File: src/rtl/tiempos_pkg.sv
// Shared types and limits for the 1 Hz event timer and its uptime clock.
package tiempos_pkg;

    typedef enum logic [1:0] {
        IDLE   = 2'd0,
        RUN    = 2'd1,
        PAUSED = 2'd2
    } estado_t;

    localparam logic [5:0] SEG_MAX = 6'd59;
    localparam logic [5:0] MIN_MAX = 6'd59;

    function automatic logic [5:0] siguiente_mod(input logic [5:0] valor, input logic [5:0] maximo);
        return (valor == maximo) ? 6'd0 : valor + 6'd1;
    endfunction

endpackage

File: src/rtl/sincronizador_flanco.sv
// Multi-flop synchronizer for an asynchronous level followed by a rising-edge
// detector; emits a one-cycle tick per rising edge of the input.
module sincronizador_flanco #(
    parameter int unsigned SYNC_STAGES = 2
) (
    input  logic clk,
    input  logic rst_n,
    input  logic dato_i,
    output logic tick
);

    logic [SYNC_STAGES-1:0] sync_q;
    logic                   prev_q;

    always_ff @(posedge clk or negedge rst_n) begin
        if (!rst_n) begin
            sync_q <= '0;
            prev_q <= 1'b0;
        end else begin
            sync_q <= {sync_q[SYNC_STAGES-2:0], dato_i};
            prev_q <= sync_q[SYNC_STAGES-1];
        end
    end

    assign tick = sync_q[SYNC_STAGES-1] & ~prev_q;

endmodule

File: src/rtl/temporizador_eventos.sv
// 1 Hz consumer: free-running mm:ss uptime plus a programmable countdown that
// emits one-cycle event pulses, all clocked in the clk_50MHz domain.
module temporizador_eventos
    import tiempos_pkg::*;
#(
    parameter int unsigned PERIOD_W    = 8,
    parameter int unsigned SYNC_STAGES = 2
) (
    input  logic                clk_50MHz,
    input  logic                reset,
    input  logic                clk_1Hz,
    input  logic                start,
    input  logic                stop,
    input  logic                pausa,
    input  logic                load,
    input  logic [PERIOD_W-1:0] periodo,
    output logic [5:0]          seg,
    output logic [5:0]          min,
    output logic                vuelta,
    output logic                evento,
    output logic [PERIOD_W-1:0] restante,
    output logic                activo
);

    logic tick;

    sincronizador_flanco #(
        .SYNC_STAGES(SYNC_STAGES)
    ) u_sinc (
        .clk    (clk_50MHz),
        .rst_n  (reset),
        .dato_i (clk_1Hz),
        .tick   (tick)
    );

    logic [5:0]          seg_q, seg_d;
    logic [5:0]          min_q, min_d;
    logic                vuelta_q, vuelta_d;
    estado_t             estado_q, estado_d;
    logic [PERIOD_W-1:0] restante_q, restante_d;
    logic                evento_q, evento_d;

    always_ff @(posedge clk_50MHz or negedge reset) begin
        if (!reset) begin
            seg_q      <= '0;
            min_q      <= '0;
            vuelta_q   <= 1'b0;
            estado_q   <= IDLE;
            restante_q <= '0;
            evento_q   <= 1'b0;
        end else begin
            seg_q      <= seg_d;
            min_q      <= min_d;
            vuelta_q   <= vuelta_d;
            estado_q   <= estado_d;
            restante_q <= restante_d;
            evento_q   <= evento_d;
        end
    end

    always_comb begin
        seg_d    = seg_q;
        min_d    = min_q;
        vuelta_d = 1'b0;
        if (tick) begin
            seg_d = siguiente_mod(seg_q, SEG_MAX);
            if (seg_q == SEG_MAX) begin
                min_d    = siguiente_mod(min_q, MIN_MAX);
                vuelta_d = (min_q == MIN_MAX);
            end
        end
    end

    always_comb begin
        estado_d   = estado_q;
        restante_d = restante_q;
        evento_d   = 1'b0;
        case (estado_q)
            IDLE: begin
                if (!stop && start && (periodo != '0)) begin
                    estado_d   = RUN;
                    restante_d = periodo;
                end
            end
            RUN, PAUSED: begin
                if (stop) begin
                    estado_d   = IDLE;
                    restante_d = '0;
                end else if (load) begin
                    restante_d = periodo;
                    if (periodo == '0) begin
                        estado_d = IDLE;
                    end
                end else begin
                    // The pausa level gates the countdown directly, so a tick
                    // landing on a RUN/PAUSED transition cycle is neither lost nor replayed.
                    estado_d = pausa ? PAUSED : RUN;
                    if (tick && !pausa) begin
                        if (restante_q == PERIOD_W'(1)) begin
                            evento_d   = 1'b1;
                            restante_d = periodo;
                            if (periodo == '0) begin
                                estado_d = IDLE;
                            end
                        end else if (restante_q != '0) begin
                            restante_d = restante_q - PERIOD_W'(1);
                        end
                    end
                end
            end
            default: begin
                estado_d   = IDLE;
                restante_d = '0;
            end
        endcase
    end

    assign seg      = seg_q;
    assign min      = min_q;
    assign vuelta   = vuelta_q;
    assign evento   = evento_q;
    assign restante = restante_q;
    assign activo   = (estado_q != IDLE);

endmodule

File: config.mk
export PLATFORM = sky130hd
export DESIGN_NAME = temporizador_eventos
export DESIGN_NICKNAME = d
export VERILOG_FILES = /design/src/rtl/tiempos_pkg.sv /design/src/rtl/sincronizador_flanco.sv /design/src/rtl/temporizador_eventos.sv
export SDC_FILE = /design/constraint.sdc
export NUM_CORES = 1
export LEC_CHECK = 0
export CORE_MARGIN = 8
export CORE_UTILIZATION = 49
export CTS_BUF_LIST = sky130_fd_sc_hd__clkbuf_8 sky130_fd_sc_hd__clkbuf_16
export DETAILED_ROUTE_END_ITERATION = 10
export PLACE_DENSITY = 0.88
export SYNTH_ARGS = -nofsm -noshare
export SYNTH_HDL_FRONTEND = slang
export SYNTH_SLANG_ARGS = --single-unit
File: constraint.sdc
create_clock -name clk_50MHz -period 2.39 [get_ports clk_50MHz]
set_input_delay 0.478 -clock clk_50MHz [delete_from_list [all_inputs] [get_ports clk_50MHz]]
set_output_delay 0.478 -clock clk_50MHz [all_outputs]
set_load 0.02 [all_outputs]
# Yosys cells after proc, flatten, opt, wreduce, memory -nomap -nowiden
# Index checks and enable logic that the tools add are counted.
totals:
  regBits: 27
  latch_bits: 0
  ramBits: 0
  mem_bits_ro: 0
  inputBits: 15
  elab_cells: 61
  n_memories: 0
classes:
  add_sub_neg: 3
  multipliers: 0
  div_mod_pow: 0
  order_cmp: 0
  eq_ne: 9
  shift: 0
  n_mux: 25
  bitwise_logic: 2
  n_reduce_logical: 14
op_table:
  columns: ["op", "n"]
  rows:
  - ["8-bit 2-to-1 mux", 6]
  - ["2-bit 2-to-1 mux", 8]
  - ["8-bit one-hot mux with 2 select lines", 1]
  - ["8-bit nonzero test", 2]
  - ["6-bit by 1-bit adder with 6-bit output (second input constant)", 2]
  - ["6-bit equality test (second input constant)", 2]
  - ["6-bit 2-to-1 mux", 2]
  - ["8-bit by 1-bit equality test with 1-bit output (second input constant)", 1]
  - ["8-bit zero test", 1]
  - ["4-bit inequality test (second input constant)", 2]
  - ["8-bit by 1-bit subtractor with 8-bit output (second input constant)", 1]
  - ["1-bit 2-to-1 mux", 7]
  - ["5-bit inequality test (second input constant)", 1]
  - ["2-bit one-hot mux with 2 select lines", 1]
  - ["2-bit AND reduction", 2]
  - ["1-bit logical AND", 3]
  - ["3-bit AND reduction", 1]
  - ["2-bit by 1-bit equality test with 1-bit output (second input constant)", 1]
  - ["2-bit equality test (second input constant)", 1]
  - ["1-bit zero test", 2]
  - ["2-bit zero test", 1]
  - ["2-bit inequality test (second input constant)", 1]
  - ["2-bit nonzero test", 1]
  - ["2-bit OR reduction", 1]
  - ["other kinds (2)", 2]

# Longest topological paths before layout
# Gate-level depths: netlist of the first run.
depth:
  ltp_word: 7
  depth_mapped: 9

# Cells and area by module
# Synthesis of the first run repeated with hierarchy kept, for this count alone.
hier_totals:
  cells_unflattened: 154
  area_unflattened_um2: 1549.0
by_module_without_submodules:
  columns: ["module", "n_inst", "cells_each", "area_each_um2"]
  rows:
  - ["temporizador_eventos", 1, 150, 1460.2]
  - ["sincronizador_flanco", 1, 4, 88.8]

# Worst setup path after synthesis of the first run
# Ideal clock, no wire load.
synth_path:
  kind: "reg2reg"
  startpoint: "reg restante_q[1] (netlist: restante[1])"
  endpoint: "reg restante_q[5] (netlist: restante[5])"
  setup_time_ps: 121
  arrival_time_ps: 1855
  required_ps: 2269
  path_slack_ps: 414
  path_stages_with_launch: 8
  path_buffers: 0
  period_less_slack_ps: 1976
  cell_sequence: "dfrtp_1 -> inv_1 -> ha_1 -> nor4b_1 -> a21oi_1 -> o21ai_1 -> a32o_1 -> a22o_2"
synth_via:
  elab_chain_cells: 7
  elab_cells_between_ends: 11
  classes_between: "1 x add/sub; 2 x eq/ne; 6 x mux; 2 x reduce/logical"
synth_lines:
  columns: ["item", "line", "text"]
  rows:
  - ["start, declared", "temporizador_eventos.sv:40", "logic [PERIOD_W-1:0] restante_q, restante_d;"]
  - ["start signal, assigned", "temporizador_eventos.sv:56", "restante_q <= restante_d;"]
  - ["8-bit by 1-bit subtractor with 8-bit output", "temporizador_eventos.sv:106", "restante_d = restante_q - PERIOD_W'(1);"]
  - ["8-bit 2-to-1 mux", "temporizador_eventos.sv:105", "end else if (restante_q != '0) begin"]
  - ["8-bit 2-to-1 mux", "temporizador_eventos.sv:99", "if (restante_q == PERIOD_W'(1)) begin"]
  - ["8-bit 2-to-1 mux", "temporizador_eventos.sv:98", "if (tick && !pausa) begin"]
  - ["8-bit 2-to-1 mux", "temporizador_eventos.sv:89", "end else if (load) begin"]
  - ["8-bit 2-to-1 mux", "temporizador_eventos.sv:86", "if (stop) begin"]
  - ["8-bit one-hot mux with 2 select lines", "temporizador_eventos.sv:78", "case (estado_q)"]
# Parallel ways exist; a longest one is shown, timed or not. The select of a mux whose other input is x is not followed.
# A chain may end at the register's enable or synchronous reset.

# Worst setup path in the final report of the first run
layout_path:
  startpoint: "reg restante_q[0] (netlist: restante[0])"
  endpoint: "reg restante_q[2] (netlist: restante[2])"
# The elaborated chain is that of the path after synthesis.

==> results by group, run 1 <==
Setup path
  • Setup crit start kind: flip-flop
  • CP required: roughly 2.5 ns
  • Crit path to: restante[2]
  • Reg2reg setup slack: 0.17 ns
  • Crit. End Element: flip-flop
  • Worst Path Max Fanout: 11
  • Critical R2R Capture: restante[2]
  • FF-to-FF Start: restante[0]
  • R2R depth: 8
  • WS Path Type: reg2reg
  • Crit. Startpoint: restante[0]
  • CP Data Arrival Time: ~2.4 ns

Clock tree
  • Clock root cell: clkbuf_8
  • CTS tree: yes
  • Clk_lat worst skew: around 0.27 ns
  • Clock Path Buffers: 2
  • Reg clk slew, reported paths: approximately 0.090 ns
  • Clock sink total: 27
  • Num CTS Buffers: 3
  • H-tree depth: 1
  • # Post-CTS Setup Buffers: 0

Yosys
  • Most used DFF post-synth: dfrtp_1
  • Post-synth cell types: 48
  • Yosys reg bits: 27
  • Mapped Area: 1560 µm²
  • Syn_area_per_cell: between 9 and 10 µm²
  • Sequential fraction of the synthesis area: 43.3%
  • Yosys warnings: 0
  • Post-synth EDFFs: 0
  • Mapped Cells: 161
  • Ys async rst share: 100%
  • Synthesized net count: between 150 and 200

Global routing
  • Antenna violations before repair: 0
  • Vias in the first global route: ~1500
  • First-pass GRT wire length: 6710 µm
  • Grt ovf: 0
  • Tot GR Track Use: 15.7%
  • Largest net degree at the start of global routing: 28

Route
  • Residual DRC: 0
  • Routed vias/inst: 5.66
  • Post-route ant nets: 0
  • First-iteration detailed-routing DRC count: 96
  • Drt pass-1 iters: 4
  • DR WL/cell: 16.0 µm
  • Via count: roughly 1400
  • Final WL: approximately 4000 µm

Finish
  • Commonest non-fill, non-tap cell in the layout: clkdlybuf4s50_1
  • Share of cells above drive strength 1: about an eighth
  • Fin nets: 228
  • Diodes inserted: 0
  • Syn-to-layout area delta: 32.9%
  • Most frequent cells in the layout: clkdlybuf4s50_1, dfrtp_1, nand2_1, nor2_1
  • Fill cells: between 200 and 250

Placed design
  • DPL Wire Length: about 3100 µm
  • Port Buf Inserts: 37
  • Routability cong.: 0.903

Timing
  • Max transition margin: 63.7%
  • Setup_tns: 0 ns
  • Hold Fails Final Rpt: 0
  • RSZ-0062 raised after global routing: no
  • Fmax: 0.451 GHz
  • Clock skew: approximately 0.0021 ns
  • Slew Limit Fails: 0
  • Worst hold slack: roughly 0.36 ns
  • Worst slew pin tran: 0.544 ns
  • Setup-failing EPs final: 0
  • Tmin final: 2.22 ns
  • Part of the cycle the worst path needs: 92.8%

Floorplan
  • Core Area: roughly 3000 µm²
  • Row count: 20
  • Initial Utilization: 51.1%
  • Die area: ~5200 µm²
  • Chip Width: just over 70 µm
  • Die Y: 72.4 µm
  • # IOs: 38

Pwr
  • P_sw: about 940 µW
  • Sw Share: 42.6%
  • Part of the power in the clock network: 11.7%
  • Worst VDD drop: 0.644 mV
  • Lkg Pwr: around 0.88 nW
  • Cell-internal power: between 1 and 1.5 mW
  • Sequential power share: 33.5%
  • PD cells: 1060 nW/µm²
  • Comb power frac: between 50% and 60%
  • Total power draw: 2.20 mW

Worst hold path
  • Min-delay worst type: reg2reg

Run
  • Max_cap viols: 0

Status
  • Status: complete, no violations
[worst min-delay path by stage]
stage,end,cells after the start,from,slack (ns)
detailed placement,u_sinc.sync_q[1],0,u_sinc.sync_q[0],0.34
CTS,u_sinc.sync_q[1],0,u_sinc.sync_q[0],0.36
floorplan,estado_q[0],0,reset,0.18
global route,u_sinc.sync_q[1],0,u_sinc.sync_q[0],0.38
global placement,u_sinc.sync_q[1],0,u_sinc.sync_q[0],0.34
finish,u_sinc.sync_q[1],0,u_sinc.sync_q[0],0.36
[Yosys cell counts (3+ instances only)]
cell | count | area [µm²]
a21oi_1 | 6 | 30.0
a22o_2 | 5 | 50.1
a311oi_1 | 3 | 26.3
dfrtp_1 | 27 | 676
ha_1 | 6 | 75.1
inv_1 | 8 | 30.0
nand2_1 | 22 | 82.6
nand3_1 | 4 | 20.0
nand4_1 | 3 | 18.8
nor2_1 | 10 | 37.5
nor2b_1 | 3 | 18.8
nor3_1 | 3 | 15.0
o21ai_0 | 8 | 40.0
o2bb2ai_1 | 3 | 26.3
o31ai_1 | 3 | 22.5
or3_1 | 3 | 18.8
xor2_1 | 3 | 26.3
[logic make-up after synthesis]
group                      count (synthesis)  share of synthesized area, %
xor gates and xnor gates                   4                          2.25
and+or+nand+nor                           66                          22.6
adders and majority gates                  6                          4.82
DFF                                       27                          43.3
buffers and inverters                     12                          3.45
muxes                                      3                          2.09
AOI/OAI and AO/OA                         43                          21.4
[registers in the layout, indices dropped and copies added, names as in the netlist]
| signal | count |
|---|---|
| min | 6 |
| seg | 6 |
| restante | 8 |
| u_sinc.prev_q | 1 |
| estado_q | 2 |
| evento | 1 |
| vuelta | 1 |
| u_sinc.sync_q | 2 |
[critical path: stages (launching register included)]
cell	delay [ns]
dfrtp_1	0.45
inv_1	0.13
ha_1	0.25
nor3b_2	0.20
a311oi_1	0.39
o22ai_2	0.16
buf_4	0.20
a311oi_1	0.25
a21oi_1	0.07
[power by group through the flow]
stage / logic (mW) / registers [mW] / clock network [mW]
6_report: 1.20 / 0.735 / 0.257
5_1_grt: 1.30 / 0.757 / 0.279
4_1_cts: 1.20 / 0.730 / 0.260
3_5_place_dp: 1.19 / 0.739 / 0
3_3_place_gp: 1.15 / 0.726 / 0
2_1_floorplan: 0.593 / 0.842 / 0
[routing by layer]
| metal | up-vias | part of all wire (%) | global-route usage [%] |
|---|---|---|---|
| li1 | 687 | - | - |
| met1 | 679 | 42 | 17.8 |
| met2 | 48 | 51 | 28.1 |
| met4 | 0 | 0.20 | 4.44 |
| met5 | - | 0 | 0 |
| met3 | 2 | 7.0 | 4.27 |
[final cells by class]
| class | count | area (µm²) | area share, % |
|---|---|---|---|
| Sequential cell | 27 | 676 | 32.6 |
| Timing Repair Buffer | 45 | 430 | 20.8 |
| Tap cell | 44 | 55.1 | 2.66 |
| Inverter | 8 | 30.0 | 1.45 |
| Clock buffer | 3 | 41.3 | 1.99 |
| Multi-Input combinational cell | 122 | 835 | 40.3 |
| Clock inverter | 1 | 5.00 | 0.242 |
[metrics by stage]
step	area (µm²)	util (%)	worst slack, ns	instances
floorplan	1560	-	0.414	161
global placement	2020	66.2	0.0646	246
detailed placement	2020	66.2	0.00876	246
CTS	2070	67.7	0.147	250
global route	2070	67.9	0.0422	250
finish	2070	67.9	0.171	250
[what timing repair did]
item                                    in CTS  in global routing
endpoints found under the setup margin       0                  2
endpoints found under the hold margin        0                  0
resized for setup                            0                  1
hold buffers                                 0                  0
No activity file was read; power rests on OpenSTA's default activity.
==> run 2, diff against run 1 <==
--- a/config.mk
+++ b/config.mk
@@ -6,10 +6,12 @@
 export NUM_CORES = 1
 export LEC_CHECK = 0
 export CORE_MARGIN = 8
-export CORE_UTILIZATION = 49
+export CORE_UTILIZATION = 53
 export CTS_BUF_LIST = sky130_fd_sc_hd__clkbuf_8 sky130_fd_sc_hd__clkbuf_16
 export DETAILED_ROUTE_END_ITERATION = 10
-export PLACE_DENSITY = 0.88
+export GPL_TIMING_DRIVEN = 0
+export HOLD_SLACK_MARGIN = 0.06
+export PLACE_DENSITY = 0.94
 export SYNTH_ARGS = -nofsm -noshare
 export SYNTH_HDL_FRONTEND = slang
 export SYNTH_SLANG_ARGS = --single-unit
==> constraint.sdc (replaced) <==
create_clock -name clk_50MHz -period 2.6 [get_ports clk_50MHz]
set_input_delay 0.52 -clock clk_50MHz [delete_from_list [all_inputs] [get_ports clk_50MHz]]
set_output_delay 0.52 -clock clk_50MHz [all_outputs]
set_load 0.02 [all_outputs]
==> results by group, run 2 (same netlist as run 1, synthesis figures left out) <==
Global routing
  • Vias in the first global route: 1531 (+2.3%)
  • Tot GR Track Use: 15.9% (+0.15 points)
  • Largest net degree at the start of global routing: 28 (unchanged)
  • Grt ovf: 0 (unchanged)
  • Antenna violations before repair: 0 (unchanged)
  • First-pass GRT wire length: 6750 µm (+0.52%)

Route
  • Post-route ant nets: 0 (unchanged)
  • Drt pass-1 iters: 4 (unchanged)
  • Via count: 1451 (+2.5%)
  • Residual DRC: 0 (unchanged)
  • Routed vias/inst: 6.23 (+9.9%)
  • Final WL: 4020 µm (+0.35%)
  • First-iteration detailed-routing DRC count: 147 (+53%)
  • DR WL/cell: 17.2 µm (+7.7%)

Timing
  • Hold Fails Final Rpt: 0 (unchanged)
  • Max transition margin: 20.6% (-43 points)
  • Part of the cycle the worst path needs: 87.0% (-5.9 points)
  • RSZ-0062 raised after global routing: no
  • Setup_tns: 0 ns (unchanged)
  • Clock skew: 0.00334 ns (+0.00123 ns)
  • Setup-failing EPs final: 0 (unchanged)
  • Slew Limit Fails: 0 (unchanged)
  • Worst slew pin tran: 1.19 ns (+0.644 ns)
  • Fmax: 0.442 GHz (-1.9%)
  • Tmin final: 2.26 ns (+0.0425 ns)

Pwr
  • Total power draw: 1.97 mW (-10%)
  • PD cells: 975 nW/µm² (-8.0%)
  • Lkg Pwr: 0.843 nW (-3.9%)
  • Worst VDD drop: 0.716 mV (+11%)

Clock tree
  • Clock root cell: clkbuf_8
  • # Post-CTS Setup Buffers: 0 (unchanged)
  • Clock Path Buffers: 2 (unchanged)
  • Num CTS Buffers: 3 (unchanged)
  • Clk_lat worst skew: 0.27 ns (about the same)
  • Hold buffer count at cts: 0 (unchanged)
  • CTS tree: yes
  • Post-CTS Resized: 0 (unchanged)
  • Clock sink total: 27 (unchanged)
  • H-tree depth: 1 (unchanged)
  • Reg clk slew, reported paths: 0.10 ns (about the same)

Setup path
  • FF-to-FF Start: restante[1]
  • Crit. End Element: flip-flop
  • Critical R2R Capture: restante[5]
  • Setup crit start kind: flip-flop
  • WS Path Type: reg2reg
  • R2R depth: 7 (-1)
  • CP required: 2.76 ns (+0.22 ns)
  • Worst Path Max Fanout: 7 (-4)
  • Reg2reg setup slack: 0.34 ns (+0.17 ns)
  • CP Data Arrival Time: 2.43 ns (+0.06 ns)

Finish
  • Most frequent cells in the layout: clkdlybuf4s50_1, dfrtp_1, nand2_1, nor2_1
  • Fin nets: 224 (-1.8%)
  • Diodes inserted: 0 (unchanged)
  • Share of cells above drive strength 1: 9.41% (-3.2 points)
  • Fill cells: 216 (-13%)
  • Syn-to-layout area delta: 29.4%
  • Max reg flops: 8 (unchanged)
  • Commonest non-fill, non-tap cell in the layout: clkdlybuf4s50_1

Placed design
  • DPL Wire Length: 3130 µm (-0.16%)
  • Routability cong.: 0.932 (+3.2%)
  • Port Buf Inserts: 37 (unchanged)

Floorplan
  • # IOs: 38 (unchanged)
  • Die Y: 70.2 µm (-3.0%)
  • Die area: 4930 µm² (-5.9%)
  • Core Area: 2780 µm² (-8.9%)
  • Initial Utilization: 56.1% (+5.0 points)
  • Row count: 19 (-5.0%)
  • Chip Width: 70.2 µm (-3.0%)

Worst hold path
  • Min-delay worst type: reg2reg
  • WHS Path Cells: 0 (unchanged)
  • Hold Path Sink: u_sinc.sync_q[1]
  • Worst hold start: u_sinc.sync_q[0]

Status
  • Status: complete, no violations

Run
  • Max_cap viols: 0 (unchanged)
[run 2: cell types whose count changed in the layout (fill, tap and decap cells not counted)]
cell and delta:
buf_2 +1, buf_4 -8, buf_6 +1, clkbuf_1 +2, clkinv_2 -1, clkinvlp_4 +1
nor3b_1 +1, nor3b_2 -1
[run 2: where the power goes]
group          internal (mW)  total (mW)  switching (mW)
Combinational          0.484        1.03           0.549
Clock                  0.109       0.241           0.132
Sequential             0.529       0.692           0.163
Total                   1.12        1.97           0.845
[run 2: metrics by stage]
stage / hold slack (ns) / worst slack, ns / cells / utilization, % / area, µm²
2_1_floorplan: 0.224 / 0.624 / 161 / - / 1560
3_3_place_gp: 0.335 / 0.157 / 229 / 70.8 / 1970
3_5_place_dp: 0.350 / 0.104 / 229 / 70.8 / 1970
4_1_cts: 0.372 / 0.331 / 233 / 72.5 / 2020
5_1_grt: 0.399 / 0.174 / 233 / 72.5 / 2020
6_report: 0.376 / 0.339 / 233 / 72.5 / 2020
[run 2: worst max-delay path by stage]
stage	cells after the start	end	from	slack, ns
final	7	restante[5]	restante[1]	0.34
after global routing	7	restante[3]	restante[1]	0.17
after CTS	7	restante[5]	restante[1]	0.33
after detailed placement	7	estado_q[0]	stop	0.10
after global placement	6	restante[1]	periodo[4]	0.16
after floorplan	7	restante[5]	restante[1]	0.62
[run 2: critical path, cell delays in order (launching register included)]
cell and delay (ns):
dfrtp_1 0.42, inv_1 0.09, ha_1 0.22, nor4b_1 0.16
a21oi_1 0.46, o21ai_1 0.30, a32o_1 0.28, a22o_2 0.22
[run 2: area by class of cell]
cell class / count / area [µm²] / share of cell area, %
inverter: 8 / 30.0 / 1.49
buffer: 4 / 23.8 / 1.18
multi-input combinational: 122 / 830 / 41.1
timing repair buffer: 37 / 370 / 18.4
tap: 31 / 38.8 / 1.92
clock inverter: 1 / 7.51 / 0.372
clock buffer: 3 / 41.3 / 2.05
sequential: 27 / 676 / 33.5
[run 2: routing by layer]
layer  routed length [µm]  up-vias  GRT usage, %
met1                 1670      711          17.0
met3                  297        2          4.80
met4                   10        0          4.46
met2                 2040       59          29.0
met5                    0        -             0
li1                     -      679             -
==> run 3, diff against run 2 <==
==> constraint.sdc (replaced) <==
create_clock -name clk_50MHz -period 2.6 [get_ports clk_50MHz]
set_input_delay 0.52 -clock clk_50MHz [delete_from_list [all_inputs] [get_ports clk_50MHz]]
set_output_delay 0.52 -clock clk_50MHz [all_outputs]
set_load 0.005 [all_outputs]
==> results of run 3 <==
Same layout as run 2 (identical final DEF). Status: complete, no violations.
Main changes from that run: total power 1.97 mW -> 1.85 mW; worst IR drop on VDD 0.716 mV -> 0.633 mV
